### src/rtl/alu_pkg.sv
// Shared definitions for the sequential ALU.
//   - 5-bit opcode encoding used by alu_seq
//   - bit positions of the {Z,N,C,O} flag vector
//   - FSM state enumeration of alu_seq
// Opcodes 0x15..0x1F are unassigned and behave like NOP.
package alu_pkg;

  // Single-cycle operations (complete in EXEC)
  localparam logic [4:0] OP_NOP    = 5'h00;
  localparam logic [4:0] OP_ADD    = 5'h01;
  localparam logic [4:0] OP_SUB    = 5'h02;
  localparam logic [4:0] OP_AND    = 5'h03;
  localparam logic [4:0] OP_OR     = 5'h04;
  localparam logic [4:0] OP_XOR    = 5'h05;
  localparam logic [4:0] OP_NOT    = 5'h06;
  localparam logic [4:0] OP_INC    = 5'h07;
  localparam logic [4:0] OP_DEC    = 5'h08;
  localparam logic [4:0] OP_LSL    = 5'h09;  // logical shift left
  localparam logic [4:0] OP_LSR    = 5'h0A;  // logical shift right
  localparam logic [4:0] OP_RSL    = 5'h0B;  // rotate left
  localparam logic [4:0] OP_RSR    = 5'h0C;  // rotate right
  localparam logic [4:0] OP_MODULE = 5'h0D;  // magnitude |A| (two's complement)
  localparam logic [4:0] OP_CMP    = 5'h0E;
  localparam logic [4:0] OP_TST    = 5'h0F;

  // Iterative / special operations
  localparam logic [4:0] OP_MUL    = 5'h10;
  localparam logic [4:0] OP_DIV    = 5'h11;
  localparam logic [4:0] OP_MOD    = 5'h12;
  localparam logic [4:0] OP_LOG2   = 5'h13;
  localparam logic [4:0] OP_FACTRL = 5'h14;

  // Flag vector bit positions: flags = {Z,N,C,O}
  localparam int FLAG_Z = 3;
  localparam int FLAG_N = 2;
  localparam int FLAG_C = 1;
  localparam int FLAG_O = 0;

  typedef enum logic [1:0] {
    ST_IDLE = 2'd0,
    ST_EXEC = 2'd1,
    ST_ITER = 2'd2,
    ST_DONE = 2'd3
  } state_t;

  function automatic logic is_div_op(input logic [4:0] op);
    return (op == OP_DIV) || (op == OP_MOD);
  endfunction

endpackage

### src/rtl/alu_divu.sv
// Iterative unsigned restoring divider, one quotient bit per clock.
// Ports:
//   clk, rst          clock, asynchronous active-high reset
//   start             load dividend/divisor and begin (divisor must be non-zero)
//   dividend, divisor WIDTH-bit unsigned operands
//   done              high during the WIDTH-th (final) step cycle
//   quotient,
//   remainder         result of the step being taken this cycle; final values
//                     are valid while done=1, so the parent can capture them
//                     on the same edge that completes the division
module alu_divu #(
  parameter int WIDTH = 16
) (
  input  logic             clk,
  input  logic             rst,
  input  logic             start,
  input  logic [WIDTH-1:0] dividend,
  input  logic [WIDTH-1:0] divisor,
  output logic             done,
  output logic [WIDTH-1:0] quotient,
  output logic [WIDTH-1:0] remainder
);

  localparam int CW = $clog2(WIDTH + 1);

  logic [WIDTH-1:0] rem_reg;
  logic [WIDTH-1:0] quo_reg;
  logic [WIDTH-1:0] dvs_reg;
  logic [CW-1:0]    cnt_reg;
  logic             run_reg;

  logic [WIDTH:0]   shifted;
  logic [WIDTH:0]   trial;
  logic [WIDTH-1:0] rem_next;
  logic [WIDTH-1:0] quo_next;

  // One restoring step: shift the next dividend bit into the partial
  // remainder and subtract the divisor if it fits.
  always_comb begin
    shifted = {rem_reg, quo_reg[WIDTH-1]};
    trial   = shifted - {1'b0, dvs_reg};
    if (!trial[WIDTH]) begin
      rem_next = trial[WIDTH-1:0];
      quo_next = {quo_reg[WIDTH-2:0], 1'b1};
    end else begin
      rem_next = shifted[WIDTH-1:0];
      quo_next = {quo_reg[WIDTH-2:0], 1'b0};
    end
  end

  assign done      = run_reg && (cnt_reg == CW'(1));
  assign quotient  = quo_next;
  assign remainder = rem_next;

  always_ff @(posedge clk or posedge rst) begin
    if (rst) begin
      rem_reg <= '0;
      quo_reg <= '0;
      dvs_reg <= '0;
      cnt_reg <= '0;
      run_reg <= 1'b0;
    end else if (start) begin
      rem_reg <= '0;
      quo_reg <= dividend;
      dvs_reg <= divisor;
      cnt_reg <= CW'(WIDTH);
      run_reg <= 1'b1;
    end else if (run_reg) begin
      rem_reg <= rem_next;
      quo_reg <= quo_next;
      cnt_reg <= cnt_reg - 1'b1;
      if (cnt_reg == CW'(1)) begin
        run_reg <= 1'b0;
      end
    end
  end

endmodule

### src/rtl/alu_seq.sv
// Sequential ALU with single-cycle and iterative operations.
// Ports:
//   clk, rst   clock, asynchronous active-high reset
//   start      launch request, sampled only in IDLE
//   opcode     operation (see alu_pkg)
//   A, B       WIDTH-bit operands
//   busy       high in EXEC and ITER
//   done       one-cycle pulse in DONE; Result/flags are valid
//   Result     registered result, held between operations
//   flags      {Z,N,C,O}
// Every operation spends one EXEC cycle after acceptance. Single-cycle
// operations finish there; MUL, DIV/MOD (non-zero divisor) and FACTRL
// (valid, non-zero A) use EXEC to load their iteration state and then run
// their ITER cycles. Outputs are decoded from registers only.
module alu_seq
  import alu_pkg::*;
#(
  parameter int WIDTH    = 16,
  parameter int FACT_MAX = 8
) (
  input  logic             clk,
  input  logic             rst,
  input  logic             start,
  input  logic [4:0]       opcode,
  input  logic [WIDTH-1:0] A,
  input  logic [WIDTH-1:0] B,
  output logic             busy,
  output logic             done,
  output logic [WIDTH-1:0] Result,
  output logic [3:0]       flags
);

  localparam int W2    = 2 * WIDTH;
  localparam int MAXV  = (WIDTH > FACT_MAX) ? WIDTH : FACT_MAX;
  localparam int ITW   = $clog2(MAXV + 2);
  localparam logic [31:0] WIDTH_U = 32'(WIDTH);

  state_t           state;
  logic [4:0]       op_code;
  logic [WIDTH-1:0] op_a;
  logic [WIDTH-1:0] op_b;
  logic [WIDTH-1:0] result_reg;
  logic [3:0]       flags_reg;

  logic [W2-1:0]    prod_reg;
  logic [WIDTH-1:0] fact_acc;
  logic [ITW-1:0]   fact_i;
  logic             fact_ovf;
  logic [ITW-1:0]   iter_cnt;

  // Shared single-cycle datapath
  logic [WIDTH:0]   add_sum;
  logic [WIDTH:0]   sub_diff;
  logic             add_ovf;
  logic             sub_ovf;
  logic [31:0]      shamt;
  logic [WIDTH-1:0] log2_idx;
  logic [WIDTH-1:0] exec_val;
  logic             exec_c;
  logic             exec_o;
  logic             exec_upd;
  logic             exec_keep;

  // Iterative datapath
  logic [WIDTH:0]   mul_sum;
  logic [W2-1:0]    prod_next;
  logic [W2-1:0]    fact_full;
  logic             fact_ovf_next;
  logic             fact_bad;

  logic             div_start;
  logic             div_done;
  logic [WIDTH-1:0] div_quo;
  logic [WIDTH-1:0] div_rem;

  function automatic logic [3:0] make_flags(input logic [WIDTH-1:0] v,
                                            input logic c, input logic o);
    logic [3:0] f;
    f         = '0;
    f[FLAG_Z] = (v == '0);
    f[FLAG_N] = v[WIDTH-1];
    f[FLAG_C] = c;
    f[FLAG_O] = o;
    return f;
  endfunction

  assign busy   = (state == ST_EXEC) || (state == ST_ITER);
  assign done   = (state == ST_DONE);
  assign Result = result_reg;
  assign flags  = flags_reg;

  // C is the WIDTH+1 bit of the sum; for SUB it is the borrow (A < B unsigned).
  assign add_sum  = {1'b0, op_a} + {1'b0, op_b};
  assign sub_diff = {1'b0, op_a} - {1'b0, op_b};
  assign add_ovf  = (op_a[WIDTH-1] == op_b[WIDTH-1]) &&
                    (add_sum[WIDTH-1] != op_a[WIDTH-1]);
  assign sub_ovf  = (op_a[WIDTH-1] != op_b[WIDTH-1]) &&
                    (sub_diff[WIDTH-1] != op_a[WIDTH-1]);
  assign shamt    = 32'(op_b) % WIDTH_U;

  always_comb begin
    log2_idx = '0;
    for (int i = 0; i < WIDTH; i++) begin
      if (op_a[i]) begin
        log2_idx = WIDTH'(i);
      end
    end
  end

  always_comb begin
    exec_val  = '0;
    exec_c    = 1'b0;
    exec_o    = 1'b0;
    exec_upd  = 1'b1;
    exec_keep = 1'b0;
    case (op_code)
      OP_ADD: begin
        exec_val = add_sum[WIDTH-1:0];
        exec_c   = add_sum[WIDTH];
        exec_o   = add_ovf;
      end
      OP_SUB: begin
        exec_val = sub_diff[WIDTH-1:0];
        exec_c   = sub_diff[WIDTH];
        exec_o   = sub_ovf;
      end
      OP_CMP: begin
        exec_val  = sub_diff[WIDTH-1:0];
        exec_c    = sub_diff[WIDTH];
        exec_o    = sub_ovf;
        exec_keep = 1'b1;
      end
      OP_TST: begin
        exec_val  = op_a & op_b;
        exec_keep = 1'b1;
      end
      OP_AND:    exec_val = op_a & op_b;
      OP_OR:     exec_val = op_a | op_b;
      OP_XOR:    exec_val = op_a ^ op_b;
      OP_NOT:    exec_val = ~op_a;
      OP_INC:    exec_val = op_a + 1'b1;
      OP_DEC:    exec_val = op_a - 1'b1;
      OP_LSL:    exec_val = op_a << shamt;
      OP_LSR:    exec_val = op_a >> shamt;
      // With shamt = 0 the complementary shift is by WIDTH and yields 0.
      OP_RSL:    exec_val = (op_a << shamt) | (op_a >> (WIDTH_U - shamt));
      OP_RSR:    exec_val = (op_a >> shamt) | (op_a << (WIDTH_U - shamt));
      OP_MODULE: exec_val = op_a[WIDTH-1] ? (~op_a + 1'b1) : op_a;
      OP_LOG2: begin
        if ((op_a == '0) || op_a[WIDTH-1]) begin
          exec_val = '1;
          exec_o   = 1'b1;
        end else begin
          exec_val = log2_idx;
        end
      end
      default:   exec_upd = 1'b0;  // NOP and unassigned opcodes
    endcase
  end

  // Shift-add multiply: low half holds the remaining multiplier bits, high
  // half accumulates; each step adds the multiplicand and shifts right.
  assign mul_sum   = {1'b0, prod_reg[W2-1:WIDTH]} +
                     (prod_reg[0] ? {1'b0, op_a} : '0);
  assign prod_next = {mul_sum, prod_reg[WIDTH-1:1]};

  assign fact_full     = W2'(fact_acc) * W2'(fact_i);
  assign fact_ovf_next = fact_ovf | (|fact_full[W2-1:WIDTH]);
  assign fact_bad      = op_a[WIDTH-1] || (32'(op_a) > 32'(FACT_MAX));

  assign div_start = (state == ST_EXEC) && is_div_op(op_code) && (op_b != '0);

  alu_divu #(
    .WIDTH(WIDTH)
  ) u_divu (
    .clk      (clk),
    .rst      (rst),
    .start    (div_start),
    .dividend (op_a),
    .divisor  (op_b),
    .done     (div_done),
    .quotient (div_quo),
    .remainder(div_rem)
  );

  always_ff @(posedge clk or posedge rst) begin
    if (rst) begin
      state      <= ST_IDLE;
      op_code    <= '0;
      op_a       <= '0;
      op_b       <= '0;
      result_reg <= '0;
      flags_reg  <= '0;
      prod_reg   <= '0;
      fact_acc   <= '0;
      fact_i     <= '0;
      fact_ovf   <= 1'b0;
      iter_cnt   <= '0;
    end else begin
      case (state)
        ST_IDLE: begin
          if (start) begin
            op_code <= opcode;
            op_a    <= A;
            op_b    <= B;
            state   <= ST_EXEC;
          end
        end

        ST_EXEC: begin
          case (op_code)
            OP_MUL: begin
              prod_reg <= {{WIDTH{1'b0}}, op_b};
              iter_cnt <= ITW'(WIDTH);
              state    <= ST_ITER;
            end
            OP_DIV, OP_MOD: begin
              if (op_b == '0) begin
                result_reg <= '1;
                flags_reg  <= make_flags('1, 1'b0, 1'b1);
                state      <= ST_DONE;
              end else begin
                state <= ST_ITER;  // divider loads on this edge
              end
            end
            OP_FACTRL: begin
              if (fact_bad) begin
                result_reg <= '1;
                flags_reg  <= make_flags('1, 1'b0, 1'b1);
                state      <= ST_DONE;
              end else if (op_a == '0) begin
                result_reg <= WIDTH'(1);
                flags_reg  <= make_flags(WIDTH'(1), 1'b0, 1'b0);
                state      <= ST_DONE;
              end else begin
                fact_acc <= WIDTH'(1);
                fact_i   <= ITW'(1);
                fact_ovf <= 1'b0;
                iter_cnt <= ITW'(op_a);
                state    <= ST_ITER;
              end
            end
            default: begin
              if (exec_upd) begin
                if (!exec_keep) begin
                  result_reg <= exec_val;
                end
                flags_reg <= make_flags(exec_val, exec_c, exec_o);
              end
              state <= ST_DONE;
            end
          endcase
        end

        ST_ITER: begin
          case (op_code)
            OP_MUL: begin
              prod_reg <= prod_next;
              iter_cnt <= iter_cnt - 1'b1;
              if (iter_cnt == ITW'(1)) begin
                result_reg <= prod_next[WIDTH-1:0];
                flags_reg  <= make_flags(prod_next[WIDTH-1:0], 1'b0,
                                         |prod_next[W2-1:WIDTH]);
                state      <= ST_DONE;
              end
            end
            OP_DIV, OP_MOD: begin
              if (div_done) begin
                if (op_code == OP_DIV) begin
                  result_reg <= div_quo;
                  flags_reg  <= make_flags(div_quo, 1'b0, 1'b0);
                end else begin
                  result_reg <= div_rem;
                  flags_reg  <= make_flags(div_rem, 1'b0, 1'b0);
                end
                state <= ST_DONE;
              end
            end
            OP_FACTRL: begin
              fact_acc <= fact_full[WIDTH-1:0];
              fact_ovf <= fact_ovf_next;
              fact_i   <= fact_i + 1'b1;
              iter_cnt <= iter_cnt - 1'b1;
              if (iter_cnt == ITW'(1)) begin
                result_reg <= fact_full[WIDTH-1:0];
                flags_reg  <= make_flags(fact_full[WIDTH-1:0], 1'b0,
                                         fact_ovf_next);
                state      <= ST_DONE;
              end
            end
            default: state <= ST_DONE;
          endcase
        end

        ST_DONE: state <= ST_IDLE;

        default: state <= ST_IDLE;
      endcase
    end
  end

endmodule

### config.mk
export PLATFORM = sky130hd
export DESIGN_NAME = alu_seq
export DESIGN_NICKNAME = d
export VERILOG_FILES = /design/src/rtl/alu_pkg.sv /design/src/rtl/alu_divu.sv /design/src/rtl/alu_seq.sv
export SDC_FILE = /design/constraint.sdc
export NUM_CORES = 1
export LEC_CHECK = 0
export CAP_MARGIN = 0
export CORE_MARGIN = 2
export CORE_UTILIZATION = 60
export CTS_BUF_LIST = sky130_fd_sc_hd__clkbuf_4
export CTS_CLUSTER_SIZE = 20
export DETAILED_ROUTE_END_ITERATION = 8
export DONT_BUFFER_PORTS = 1
export PLACE_DENSITY = 0.82
export SETUP_SLACK_MARGIN = 0.4
export SLEW_MARGIN = 15
export SYNTH_ARGS = -nofsm -noshare
export SYNTH_HDL_FRONTEND = slang
export SYNTH_SLANG_ARGS = --single-unit
### constraint.sdc
create_clock -name clk -period 7 [get_ports clk]
set_clock_uncertainty 0.2 [all_clocks]
set_input_delay 1.4 -clock clk [delete_from_list [all_inputs] [get_ports clk]]
set_output_delay 1.4 -clock clk [all_outputs]
set_load 0.01 [all_outputs]
; ---- Word-level counts from Yosys, hierarchy flattened
; Cells that the tools add are included.
[word_totals]
output_inout_bits = 22
regBits = 172
elab_cells = 215
inputBits = 40
[op_classes]
bitwise = 7
n_mul = 1
n_eq_ne = 50
n_shift = 4
n_mux = 90
n_reduce_logical = 35
magnitude_cmp = 1
addsub = 11
[op_table]
columns = op, count
row1 = 2-to-1 mux 16 bit, 35
row2 = one-hot mux 16 bit (14 select lines), 1
row3 = logical NOT 16 bit, 7
row4 = one-hot mux 16 bit (3 select lines), 2
row5 = 2-to-1 mux 32 bit, 2
row6 = one-hot mux 16 bit (2 select lines), 2
row7 = one-hot mux 32 bit (2 select lines), 1
row8 = bitwise OR 16 bit, 3
row9 = 2-to-1 mux 5 bit, 9
row10 = == test 5 x 4 -> 1 bit (second input constant), 8
row11 = adder 16 x 16 -> 17 bit, 2
row12 = adder 16 x 1 -> 16 bit (second input constant), 2
row13 = 2-to-1 mux 4 bit, 8
row14 = OR reduction 16 bit, 2
row15 = left shift 16 x 32 -> 16 bit, 1
row16 = right shift 16 x 32 -> 16 bit, 1
row17 = one-hot mux 5 bit (2 select lines), 3
row18 = == test 5 bit (second input constant), 5
row19 = one-hot mux 4 bit (3 select lines), 2
row20 = multiplier 16 x 5 -> 21 bit, 1
row21 = == test 5 x 3 -> 1 bit (second input constant), 4
row22 = inequality test 3 bit (second input constant), 6
row23 = subtractor 16 x 16 -> 17 bit, 1
row24 = subtractor 17 x 16 -> 17 bit, 1
row25 = 43 further kinds, 90

; ---- Logic depth before layout (Yosys ltp)
[depth]
ltp_word = 21
mapped_depth = 19
depth_no_buf = 18

; ---- Hierarchy
; A second synthesis with hierarchy kept.
[unflattened]
hier_cells = 2419
hier_area_um2 = 20290.7
[by_module_without_submodules]
columns = module, seq_area_each_um2, area_each_um2, n_inst, cells_per_inst
row1 = alu_seq, 2952.8, 16653.5, 1, 2022
row2 = alu_divu, 1351.3, 3637.2, 1, 397

; ---- Worst setup path after synthesis
; No wires, ideal clock.
[synth_timing]
path_type = register to register
from = register fact_i[3]
to = register flags_reg[0], in the netlist flags[0]
path_stages_with_launch = 19
path_slack_ns = 2.178
t_required_ns = 6.673
synth_period_minus_slack_ns = 4.822
n_path_buf = 1
setup_ns = 0.127
t_arrival_ns = 4.495
cell_sequence = dfrtp_1 clkbuf_1 and2_1 fa_1 fa_1 inv_1 fa_1 inv_1 ha_1 or3_1 or2_2 o221ai_1 o311ai_0 a21oi_1 mux2i_1 nor4_1 o21ai_0 a22oi_1 o22ai_1
[synth_between]
elab_chain_len = 6
[synth_lines]
columns = element, line
row1 = from (decl), alu_seq.sv:47  ; logic [ITW-1:0] fact_i;
row2 = from (signal assigned), alu_seq.sv:282  ; fact_i <= fact_i + 1'b1;
row3 = multiplier 16 x 5 -> 21 bit, alu_seq.sv:167  ; assign fact_full = W2'(fact_acc) * W2'(fact_i);
row4 = OR reduction 5 bit, alu_seq.sv:168  ; assign fact_ovf_next = fact_ovf | (|fact_full[W2-1:WIDTH]);
row5 = bitwise OR 1 bit, alu_seq.sv:168
row6 = 2-to-1 mux 4 bit, alu_seq.sv:284  ; if (iter_cnt == ITW'(1)) begin
row7 = one-hot mux 4 bit (3 select lines), alu_seq.sv:256  ; case (op_code)
row8 = one-hot mux 4 bit (2 select lines), alu_seq.sv:200  ; case (state)
row9 = to (signal assigned), alu_seq.sv:262  ; flags_reg <= make_flags(prod_next[WIDTH-1:0], 1'b0,
row10 = to (signal assigned), alu_seq.sv:271  ; flags_reg <= make_flags(div_quo, 1'b0, 1'b0);
row11 = to (signal assigned), alu_seq.sv:286  ; flags_reg <= make_flags(fact_full[WIDTH-1:0], 1'b0,
row12 = to (decl), alu_seq.sv:43  ; logic [3:0] flags_reg;
; Every way passes these cells. The select of a mux whose other input is x is not followed.
; A chain may end at the register's enable or synchronous reset.

; ---- Worst setup path after layout
[layout_timing]
from = register op_b[1]
to = register flags_reg[3], in the netlist flags[3]
[layout_between]
elab_chain_len = 8
word_cells_on_any_way = 20
cone_classes = 3 x add/sub / 1 x eq/ne / 4 x shift / 4 x mux / 5 x bitwise / 3 x reduce/logical
[layout_lines]
columns = element, line
row1 = from (decl), alu_seq.sv:41  ; logic [WIDTH-1:0] op_b;
row2 = from (signal assigned), alu_seq.sv:191  ; op_b <= '0;
row3 = from (signal assigned), alu_seq.sv:205  ; op_b <= B;
row4 = subtractor 5 x 4 -> 6 bit, "alu_seq.sv:146, alu_seq.sv:147"
row5 = left shift 16 x 32 -> 16 bit / right shift 16 x 32 -> 16 bit (equally long branches), "alu_seq.sv:147, alu_seq.sv:146"
row6 = bitwise OR 16 bit (on tied branches), "alu_seq.sv:147, alu_seq.sv:146"
row7 = one-hot mux 16 bit (14 select lines), alu_seq.sv:116  ; case (op_code)
row8 = logical NOT 16 bit, alu_seq.sv:80  ; f[FLAG_Z] = (v == '0);
row9 = 2-to-1 mux 4 bit, alu_seq.sv:244  ; if (exec_upd) begin
row10 = one-hot mux 4 bit (3 select lines), alu_seq.sv:211  ; case (op_code)
row11 = one-hot mux 4 bit (2 select lines), alu_seq.sv:200
row12 = to (signal assigned), alu_seq.sv:220  ; flags_reg <= make_flags('1, 1'b0, 1'b1);
row13 = to (signal assigned), alu_seq.sv:229  ; flags_reg <= make_flags('1, 1'b0, 1'b1);
row14 = to (signal assigned), alu_seq.sv:248  ; flags_reg <= make_flags(exec_val, exec_c, exec_o);
; Parallel ways exist; a longest one is shown, timed or not. The select of a mux whose other input is x is not followed.

==> impl_summary.log <==
INFO  metric run_status = complete, no violations
INFO  metric final_hold_viol_count = 0
INFO  metric detail_route.first_pass.iterations = 8
INFO  metric synth_top_cell_by_area = dfrtp_1
INFO  metric max-cap-violations = 0
INFO  metric post_drt_via_cell_ratio = around 7.4
INFO  metric die_height = ~180 um
INFO  metric dieWidth = 184 um
INFO  metric arrival_time_at_the_worst_endpoint = 6.10 ns
INFO  metric critPathMaxStageDelay = 1.12 ns
INFO  metric first_pass_grt_wire_length = 116,000 um
INFO  metric avgSynthCellArea = 8.42 sq um
INFO  metric first_global_vias = 18,700
INFO  metric cts_tree = built
INFO  metric globalRouteTotalUtil = 0.463
INFO  metric fillers = 2,748
INFO  metric wirelength = 78,100 um
INFO  metric setup-tns-final = 0 ns
INFO  metric timing.max_slew.rel_slack = 0.187
INFO  metric yosys_register_bits = roughly 170
INFO  metric post-synth-top-count-cell = nand2_1
INFO  metric fin_crit_sh = 0.810
INFO  metric groute.layer.met3.usage = 0.134
INFO  metric die_area = 33,900 sq um
INFO  metric grt_overflow = 0
INFO  metric timing.hold.worst.class = reg2reg
INFO  metric critPathKind = reg2reg
INFO  metric avgRoutedWirePerCell = between 20 and 30 um
INFO  metric numClockSinks = around 170
INFO  metric cts-root-to-sink-buffers = 2
INFO  metric port_buffers = 0
INFO  metric yosysSeqAreaShare = 0.221
INFO  metric min_period = 5.67 ns
INFO  metric post_cts_resized = 0
INFO  metric slew_viol_final = 0
INFO  metric rsz0062_at_grt = no
INFO  metric finish.instance_area = between 15,000 and 20,000 sq um
INFO  metric timing.critical_path.cells = inv_2 > ha_1 > mux4_2 > mux2i_1 > o32ai_1 > a211oi_1 > nand4_1 > a221oi_1 > nand4b_1 > nor4_2 > nand4_1 > nand3_1
INFO  metric met1_usage = 0.568
INFO  metric top_level_ports = 62
INFO  metric place_hpwl = between 50,000 and 60,000 um
INFO  metric clockRootBuffer = clkbuf_4
INFO  metric post-cts-setup-buffers = 0
INFO  metric required_arrival_time_at_the_worst_endpoint = 7.43 ns
INFO  metric number_of_enable_flip_flop_cells_after_synthesis = 0
INFO  metric syn2layout_area_growth = 2.46%
INFO  metric antenna_found_initial = 3
INFO  metric syn-num-nets = 2,533
INFO  metric worstPathMaxFanout = 29
INFO  metric synthTopCellsByArea = dfrtp_1, ha_1, fa_1, o21ai_0, mux2i_1
INFO  metric nets = 2,437
INFO  metric cts_inserted_buffers = 17
INFO  metric worstSetupStartpointType = register
INFO  metric drt_iter0_markers = ~2,800
INFO  metric postSynth.asyncResetShare = 1.00
INFO  metric share_of_layout_cells_above_drive_strength_1 = 0.0912
INFO  metric synthCells = 2,310
INFO  metric row_count = 65
INFO  metric initial_utilization = 0.613
INFO  metric fmaxAchievable = 176 MHz
INFO  metric worst_pin_slew = roughly 1.2 ns
INFO  metric grt.busiest_layer = met2
INFO  metric fp.coreArea = 31,700 sq um
INFO  metric largest_register_ffs = 32
INFO  metric post_synth_num_cell_types = 98
INFO  metric instance_area_at_placement = 19,600 sq um
INFO  metric worstSetupEndpointType = register
INFO  metric combined_area_of_all_synthesized_cells = 19,400 sq um
INFO  metric most_used_cell_along_the_critical_path = nand4_1
INFO  metric post_cts_hold_buffer_count = 0
INFO  metric clock_tree.htree_level_count = 4
INFO  metric place_congestion = 1.09
INFO  metric clk_transition_reported_paths = 0.24 ns
INFO  metric grt_start_max_net_pins = 68
INFO  metric crit_slowest_cell = ha_1
INFO  metric final-instance-count-excl-fill = 2,631
INFO  metric postRouteAntennaNets = 0
INFO  metric netlist.area_leader.share = 0.221
INFO  metric route.detailed.drc = 0
INFO  metric placedCellCount = ~2,600
INFO  metric post_synth_most_frequent_cells = nand2_1, o21ai_0, dfrtp_1
INFO  metric setup-violations-final = 0
INFO  metric clkLatencyLatePin = 0.72 ns
INFO  metric final_core_utilization = 0.628
INFO  metric synthFlopType = dfrtp_1
INFO  metric num_vias = 19,600
INFO  metric synth.yosys.warnings = 0
INFO  metric grt.met2_usage = 0.702
[final timing paths]
path                                 to    startpoint  cells past startpoint  slack, ns
max                            flags[3]       op_b[1]                     12       1.33
min                        prod_reg[25]  prod_reg[25]                      2       0.32
max reg2reg                    flags[3]       op_b[1]                     12       1.33
min reg2reg                prod_reg[25]  prod_reg[25]                      2       0.32
max in group asynchronous     Result[8]           rst                      2       4.81
min in group asynchronous      op_a[10]           rst                      1       0.43
[worst max-delay path, delay by kind of cell (launching register included)]
family / cells / cell delay (ns)
buf+inv: 1 / 0.31
fa+ha+maj: 1 / 1.12
simple gates: 5 / 0.99
flops: 1 / 0.79
compound gates: 3 / 1.33
mux: 2 / 0.82
[routing by layer]
| metal | routed length [um] | share of wire |
|---|---|---|
| met5 | 14 | 0.00018 |
| met4 | 6430 | 0.082 |
| met3 | 9310 | 0.12 |
| met2 | 33800 | 0.43 |
| met1 | 28500 | 0.37 |
[logic make-up (layout without fill, tap and decap cells)]
group | Yosys count | in the layout | synth area share
and+or+nand+nor | 766 | 766 | 0.199
adders and majority gates | 183 | 183 | 0.136
other | 0 | 3 | 0
xor gates and xnor gates | 84 | 84 | 0.0382
AOI/OAI and AO/OA | 632 | 632 | 0.219
buffers and inverters | 299 | 215 | 0.0637
muxes | 174 | 174 | 0.123
DFF | 172 | 172 | 0.221
[through the flow]
stage	hold slack, ns	worst slack (ns)
after floorplan	0.256	0.740
after global placement	0.275	1.54
after detailed placement	0.282	1.58
after CTS	0.318	1.50
after global routing	0.358	1.27
final	0.324	1.33
[final cells by class]
type | count | area [sq um] | share of cell area
inverters | 139 | 527 | 0.0264
repair buffers | 45 | 338 | 0.0170
diodes | 3 | 7.51 | 0.000377
flip-flops and latches | 172 | 4310 | 0.216
well taps | 402 | 503 | 0.0252
clock inverters | 14 | 181 | 0.00910
clock buffers | 17 | 128 | 0.00640
multi-input cells | 1839 | 13900 | 0.699
[layout by cell type, fill, tap and decap left out, types with 14 or more instances in the layout]
cell type,Yosys,routed
nor4_1,29,29
nand3_1,44,44
and2_1,84,84
xnor2_1,62,61
mux4_2,34,34
nor2b_1,16,16
a21o_1,16,16
o21bai_1,15,15
nand2_1,212,211
dfrtp_1,172,169
ha_1,136,135
a211oi_1,36,36
nor2_1,159,158
or4_1,15,15
and3_1,16,15
nand2b_1,26,26
nand4_1,28,28
o22ai_1,15,15
clkbuf_4,0,17
o21ai_0,180,180
xor2_1,21,21
nor3_1,55,54
a22o_1,14,14
mux2i_1,82,82
mux2_2,46,46
a21oi_1,112,112
o21a_1,16,16
a31oi_1,21,21
o211ai_1,19,19
buf_4,2,45
or3_1,19,19
inv_1,135,134
fa_1,47,47
Power is left out: the tool's default activity adds up to more than one toggle a clock period on the data nets, which glitch-free logic cannot reach.
